[config.mk]
export PLATFORM = sky130hd
export DESIGN_NAME = lsu_unit
export DESIGN_NICKNAME = d
export VERILOG_FILES = /design/src/rtl/lsu_unit.sv
export SDC_FILE = /design/constraint.sdc
export NUM_CORES = 1
export LEC_CHECK = 0
export CAP_MARGIN = 30
export CELL_PAD_IN_SITES_DETAIL_PLACEMENT = 1
export CELL_PAD_IN_SITES_GLOBAL_PLACEMENT = 2
export CORE_UTILIZATION = 29
export DETAILED_ROUTE_END_ITERATION = 8
export PLACE_DENSITY = 0.84
export SLEW_MARGIN = 20
export SYNTH_ARGS = -nofsm -noshare
export SYNTH_HDL_FRONTEND = slang
export SYNTH_SLANG_ARGS = --single-unit
export TNS_END_PERCENT = 50
[constraint.sdc]
create_clock -name clk -period 7 [get_ports clk]
set_clock_uncertainty 0.1 [all_clocks]
set_input_delay 1.05 -clock clk [delete_from_list [all_inputs] [get_ports clk]]
set_output_delay 1.05 -clock clk [all_outputs]
set_load 0.05 [all_outputs]
[src/rtl/lsu_unit.sv]
// Multi-cycle load/store unit: a single-outstanding valid/ready bus access with
// load extension, store lane/mask generation and fault reporting.
module lsu_unit #(
    parameter int XLEN = 64
) (
    input  logic            clk,
    input  logic            rst_n,
    input  logic            inst_valid,
    input  logic            mem_r,
    input  logic            mem_w,
    input  logic [2:0]      funct3,
    input  logic [XLEN-1:0] addr,
    input  logic [XLEN-1:0] wdata,
    output logic            stall,
    output logic            done,
    output logic [XLEN-1:0] rdata,
    output logic [1:0]      fault,
    output logic            bus_req_valid,
    input  logic            bus_req_ready,
    output logic            bus_we,
    output logic [XLEN-1:0] bus_addr,
    output logic [XLEN-1:0] bus_wdata,
    output logic [7:0]      bus_wmask,
    input  logic            bus_resp_valid,
    input  logic [XLEN-1:0] bus_rdata
);

    typedef enum logic [1:0] {IDLE, REQ, WAIT, DONE} state_t;

    state_t          state, state_next;
    logic            go;
    logic            illegal, misaligned;
    logic [2:0]      f3_q;
    logic [2:0]      off_q;
    logic            we_q;
    logic [7:0]      base_mask;
    logic [XLEN-1:0] shifted, ext;

    assign go = inst_valid & (mem_r | mem_w);

    always_comb begin
        illegal    = (mem_r & mem_w) | (mem_r & (funct3 == 3'b111)) | (mem_w & funct3[2]);
        misaligned = 1'b0;
        base_mask  = 8'h01;
        case (funct3[1:0])
            2'b01: begin misaligned = addr[0];          base_mask = 8'h03; end
            2'b10: begin misaligned = |addr[1:0];       base_mask = 8'h0F; end
            2'b11: begin misaligned = |addr[2:0];       base_mask = 8'hFF; end
            default: begin misaligned = 1'b0;           base_mask = 8'h01; end
        endcase
    end

    // Load data is taken relative to the latched byte offset and size.
    always_comb begin
        shifted = bus_rdata >> {off_q, 3'b000};
        case (f3_q)
            3'b000:  ext = {{(XLEN-8){shifted[7]}},   shifted[7:0]};
            3'b001:  ext = {{(XLEN-16){shifted[15]}}, shifted[15:0]};
            3'b010:  ext = {{(XLEN-32){shifted[31]}}, shifted[31:0]};
            3'b100:  ext = {{(XLEN-8){1'b0}},         shifted[7:0]};
            3'b101:  ext = {{(XLEN-16){1'b0}},        shifted[15:0]};
            3'b110:  ext = {{(XLEN-32){1'b0}},        shifted[31:0]};
            default: ext = shifted;
        endcase
    end

    always_comb begin
        state_next = state;
        case (state)
            IDLE: if (go) state_next = (illegal | misaligned) ? DONE : REQ;
            REQ:  if (bus_req_ready) state_next = WAIT;
            WAIT: if (bus_resp_valid) state_next = DONE;
            DONE: state_next = IDLE;
            default: state_next = IDLE;
        endcase
    end

    assign bus_req_valid = (state == REQ);
    assign done          = (state == DONE);
    assign stall         = ((state == IDLE) & go) | (state == REQ) | (state == WAIT);

    always_ff @(posedge clk or negedge rst_n) begin
        if (!rst_n) begin
            state     <= IDLE;
            f3_q      <= '0;
            off_q     <= '0;
            we_q      <= 1'b0;
            rdata     <= '0;
            fault     <= '0;
            bus_we    <= 1'b0;
            bus_addr  <= '0;
            bus_wdata <= '0;
            bus_wmask <= '0;
        end else begin
            state <= state_next;
            case (state)
                IDLE: if (go) begin
                    f3_q  <= funct3;
                    off_q <= addr[2:0];
                    we_q  <= mem_w;
                    rdata <= '0;
                    fault <= {illegal, misaligned};
                    // Bus fields only move when a request will actually issue.
                    if (!(illegal | misaligned)) begin
                        bus_we    <= mem_w;
                        bus_addr  <= {addr[XLEN-1:3], 3'b000};
                        bus_wdata <= mem_w ? (wdata << {addr[2:0], 3'b000}) : '0;
                        bus_wmask <= mem_w ? (base_mask << addr[2:0]) : 8'h00;
                    end
                end
                WAIT: if (bus_resp_valid && !we_q) rdata <= ext;
                default: ;
            endcase
        end
    end

endmodule

==> summary.txt <==
Critical path
  – Internal reg-to-reg setup slack: between 3000 and 4000 ps
  – Max stage delay on crit path: 820 ps
  – Family with the most delay on the worst path: buffers and inverters
  – Max FO, Critical Path: 18
  – Buf/Inv on CP: 4
  – Critical path cell sequence: clkdlybuf4s50_1 > buf_4 > o211ai_1 > buf_4 > nand2_1 > clkdlybuf4s50_1
  – CP max-delay cell: clkdlybuf4s50_1
  – Worst setup EP type: output pin
  – Critical Path RT: around 5900 ps
  – Worst path arrival time: approximately 3000 ps
  – Critical Path Start Type: primary input
  – Type of the worst setup path: primary input to output pin

Detailed routing
  – Drt pass-1 iters: 4
  – DR WL/cell: approximately 23 um
  – Vias per cell: slightly above 5
  – Vias: 10430
  – Number of routed nets with antenna violations: 0
  – Drt drc: 0
  – WL final: 45940 um
  – DR iter-0 viols: between 500 and 600

Run status
  – Status: complete, no violations

Finish
  – Fillers: 4311
  – Final Instance Count excl. Fillers: 2013
  – Area delta synth->final: 46.59%
  – Nets@finish: approximately 1700
  – Share of cells above drive strength 1: 11.73%
  – Most frequent cells in the layout: 401 x clkdlybuf4s50_1, 209 x nand2_1, 208 x dfrtp_1
  – Design Area, Final: between 15000 and 20000 um^2
  – Most common cell after layout, fill and taps aside: clkdlybuf4s50_1

Synth
  – Synthesis Warnings: 0
  – Largest family of logic cells by synthesized area: multiplexers
  – Mapped Avg Cell Area: between 9 and 10 um^2
  – Seq/Total Area, Yosys: 46.34%
  – Yosys cell types: just under 50
  – Synth Area in Compound Gates: between 10% and 20%
  – Ys flop type: dfrtp_1
  – FFs w/ async S/R, synth: between 90% and 100%
  – Number of flops mapped to enable cells by yosys: 0
  – Post-Synth Simple-Gate Area: around 13%
  – Synthesized cell area: about 11000 um^2
  – Synth Area in XOR/XNOR: 0%
  – Synthesized flop and latch total: around 210
  – Post-synthesis cell count: 1129
  – Synth Area in Adders: less than 1%
  – Multiplexer share of the synthesized area: 19.72%

CTS
  – Hold Buf Count CTS: 0
  – Post-CTS Resized: 0
  – Clock Sinks: between 200 and 250
  – Clock slew at reported path FFs: approximately 60 ps
  – H-tree Lvls: 1
  – Maximum clock path buffer count: 3
  – TritonCTS clock tree: done
  – Worst-Skew Late Latency: between 500 and 600 ps
  – CTS root buf: clkbuf_16
  – Post-CTS setup buffer count: 0
  – CTS Buf Count: 26

Timing
  – Minimum clock period: between 4000 and 5000 ps
  – Setup violators final: 0
  – Final worst slack: around 2900 ps
  – RSZ-0062 raised after global routing: false
  – Hold Fails Final Rpt: 0
  – Final period util: slightly below 60%
  – Setup_tns: 0 ps
  – Slew @ Worst Pin: between 1000 and 1500 ps
  – Rel. slew slack: 25.79%
  – Fin. max-slew vios: 0
  – Max Fclk: 243.8 MHz

Die
  – Row count: between 70 and 80
  – Initial Util: slightly below 30%
  – Die width: between 150 and 200 um
  – I/O pin cnt: about 410
  – Die area: a little under 40000 um^2
  – Core area: around 38000 um^2
  – Die height: 199.3 um

GRT
  – First-pass GRT wire length: 67780 um
  – Antenna violations before repair: 2
  – Total grt overflow: 0
  – Gr usage total: roughly 23%
  – Largest net degree at the start of global routing: between 90 and 100
  – Vias in the first global route: 10850

Power
  – Pleak: between 0.006 and 0.007 uW
  – Worst vdd ir: between 0.2 and 0.25 mV
  – Power density over the cells: between 400 and 500 nW/um^2

Worst hold path
  – HP Class: flip-flop to flip-flop

Place
  – Dpl cells: approximately 2000
  – Hpwl dp: ~34000 um
  – Post-Place Cell Area: around 16000 um^2
  – DP Worst Slack: approximately 2900 ps
  – IO Port Bufs: approximately 400
  – RePlAce Congestion: just under 0.9

Run
  – Max-cap violations: 0
-- final cells by class --
cell class	instances	area, um^2	share of cell area, %
multi-input cells	814	5625	34.00
inverters	11	41.29	0.2496
well taps	511	639.4	3.865
repair buffers	421	4189	25.32
diodes	1	2.502	0.01513
flip-flops and latches	209	5231	31.62
clock inverters	6	40.04	0.2420
clock buffers	40	774.5	4.682
-- cell families (layout without fill, tap and decap cells) --
family | count (synthesis) | after routing
other | 1 | 4
DFF | 209 | 209
buffers and inverters | 108 | 478
muxes | 175 | 175
and+or+nand+nor | 327 | 327
adders and majority gates | 4 | 4
AOI/OAI and AO/OA | 305 | 305
-- where the power goes --
| group | internal [uW] | switching [uW] | total (uW) |
|---|---|---|---|
| Sequential | 1700 | 313 | 2010 |
| Clock | 758 | 550 | 1310 |
| Combinational | 1550 | 3040 | 4580 |
| Total | 4000 | 3900 | 7900 |
-- cell usage after synthesis, types with 9 or more instances --
master	number	area share (%)
o211ai_1	16	1.1
nand4_1	11	0.61
o21a_1	9	0.60
inv_1	9	0.30
o22ai_1	15	0.83
mux2i_1	66	5.9
dfrtp_1	209	46
nor2_1	47	1.6
nor2b_1	17	0.94
o221ai_1	10	0.78
a22o_1	9	0.70
mux4_2	30	6.0
nand2b_1	23	1.3
clkbuf_1	68	2.3
nand2_1	209	7.0
o31ai_1	30	2.0
o21ai_1	12	0.53
a21oi_1	44	2.0
a211oi_1	25	1.7
mux2_2	78	7.8
buf_2	15	0.67
o21ai_0	113	5.0
-- tightest hold or removal path, delay by kind of cell, from the launching register on --
kind               cells  cell delay [ps]
and+or+nand+nor        1               40
AOI/OAI and AO/OA      1               60
DFF                    1              340
-- registers in the layout (all words and copies together) (netlist names) --
| signal | cells |
|---|---|
| bus_addr | 61 |
| bus_wdata | 64 |
| bus_we | 1 |
| bus_wmask | 8 |
| f3_q | 3 |
| fault | 2 |
| off_q | 3 |
| rdata | 64 |
| state | 2 |
| we_q | 1 |
-- final timing paths --
check | from | end | depth (start not counted)
max | mem_w | stall | 6
min | rdata[2] | rdata[2] | 2
max reg2reg | off_q[0] | rdata[40] | 7
min reg2reg | rdata[2] | rdata[2] | 2
max in group asynchronous | rst_n | bus_wdata[47] | 2
min in group asynchronous | rst_n | bus_addr[38] | 1
-- through the flow --
step / hold WS (ps) / utilization [%] / total power (uW)
floorplan: 405.8 / - / 4940
global placement: 360.7 / 41.32 / 6556
detailed placement: 372.1 / 41.32 / 6635
CTS: 385.8 / 43.46 / 7979
global route: 393.0 / 43.50 / 8270
finish: 378.3 / 43.51 / 7903
-- layer usage --
layer  vias up  GRT usage [%]  share of wire [%]
met2       361          39.55                 50
met5         -              0              0.028
li1       4770              -                  -
met1      5233          27.14                 40
met3        65          4.928                7.4
met4         2          8.519                3.5
(Power assumes the default switching activity.)
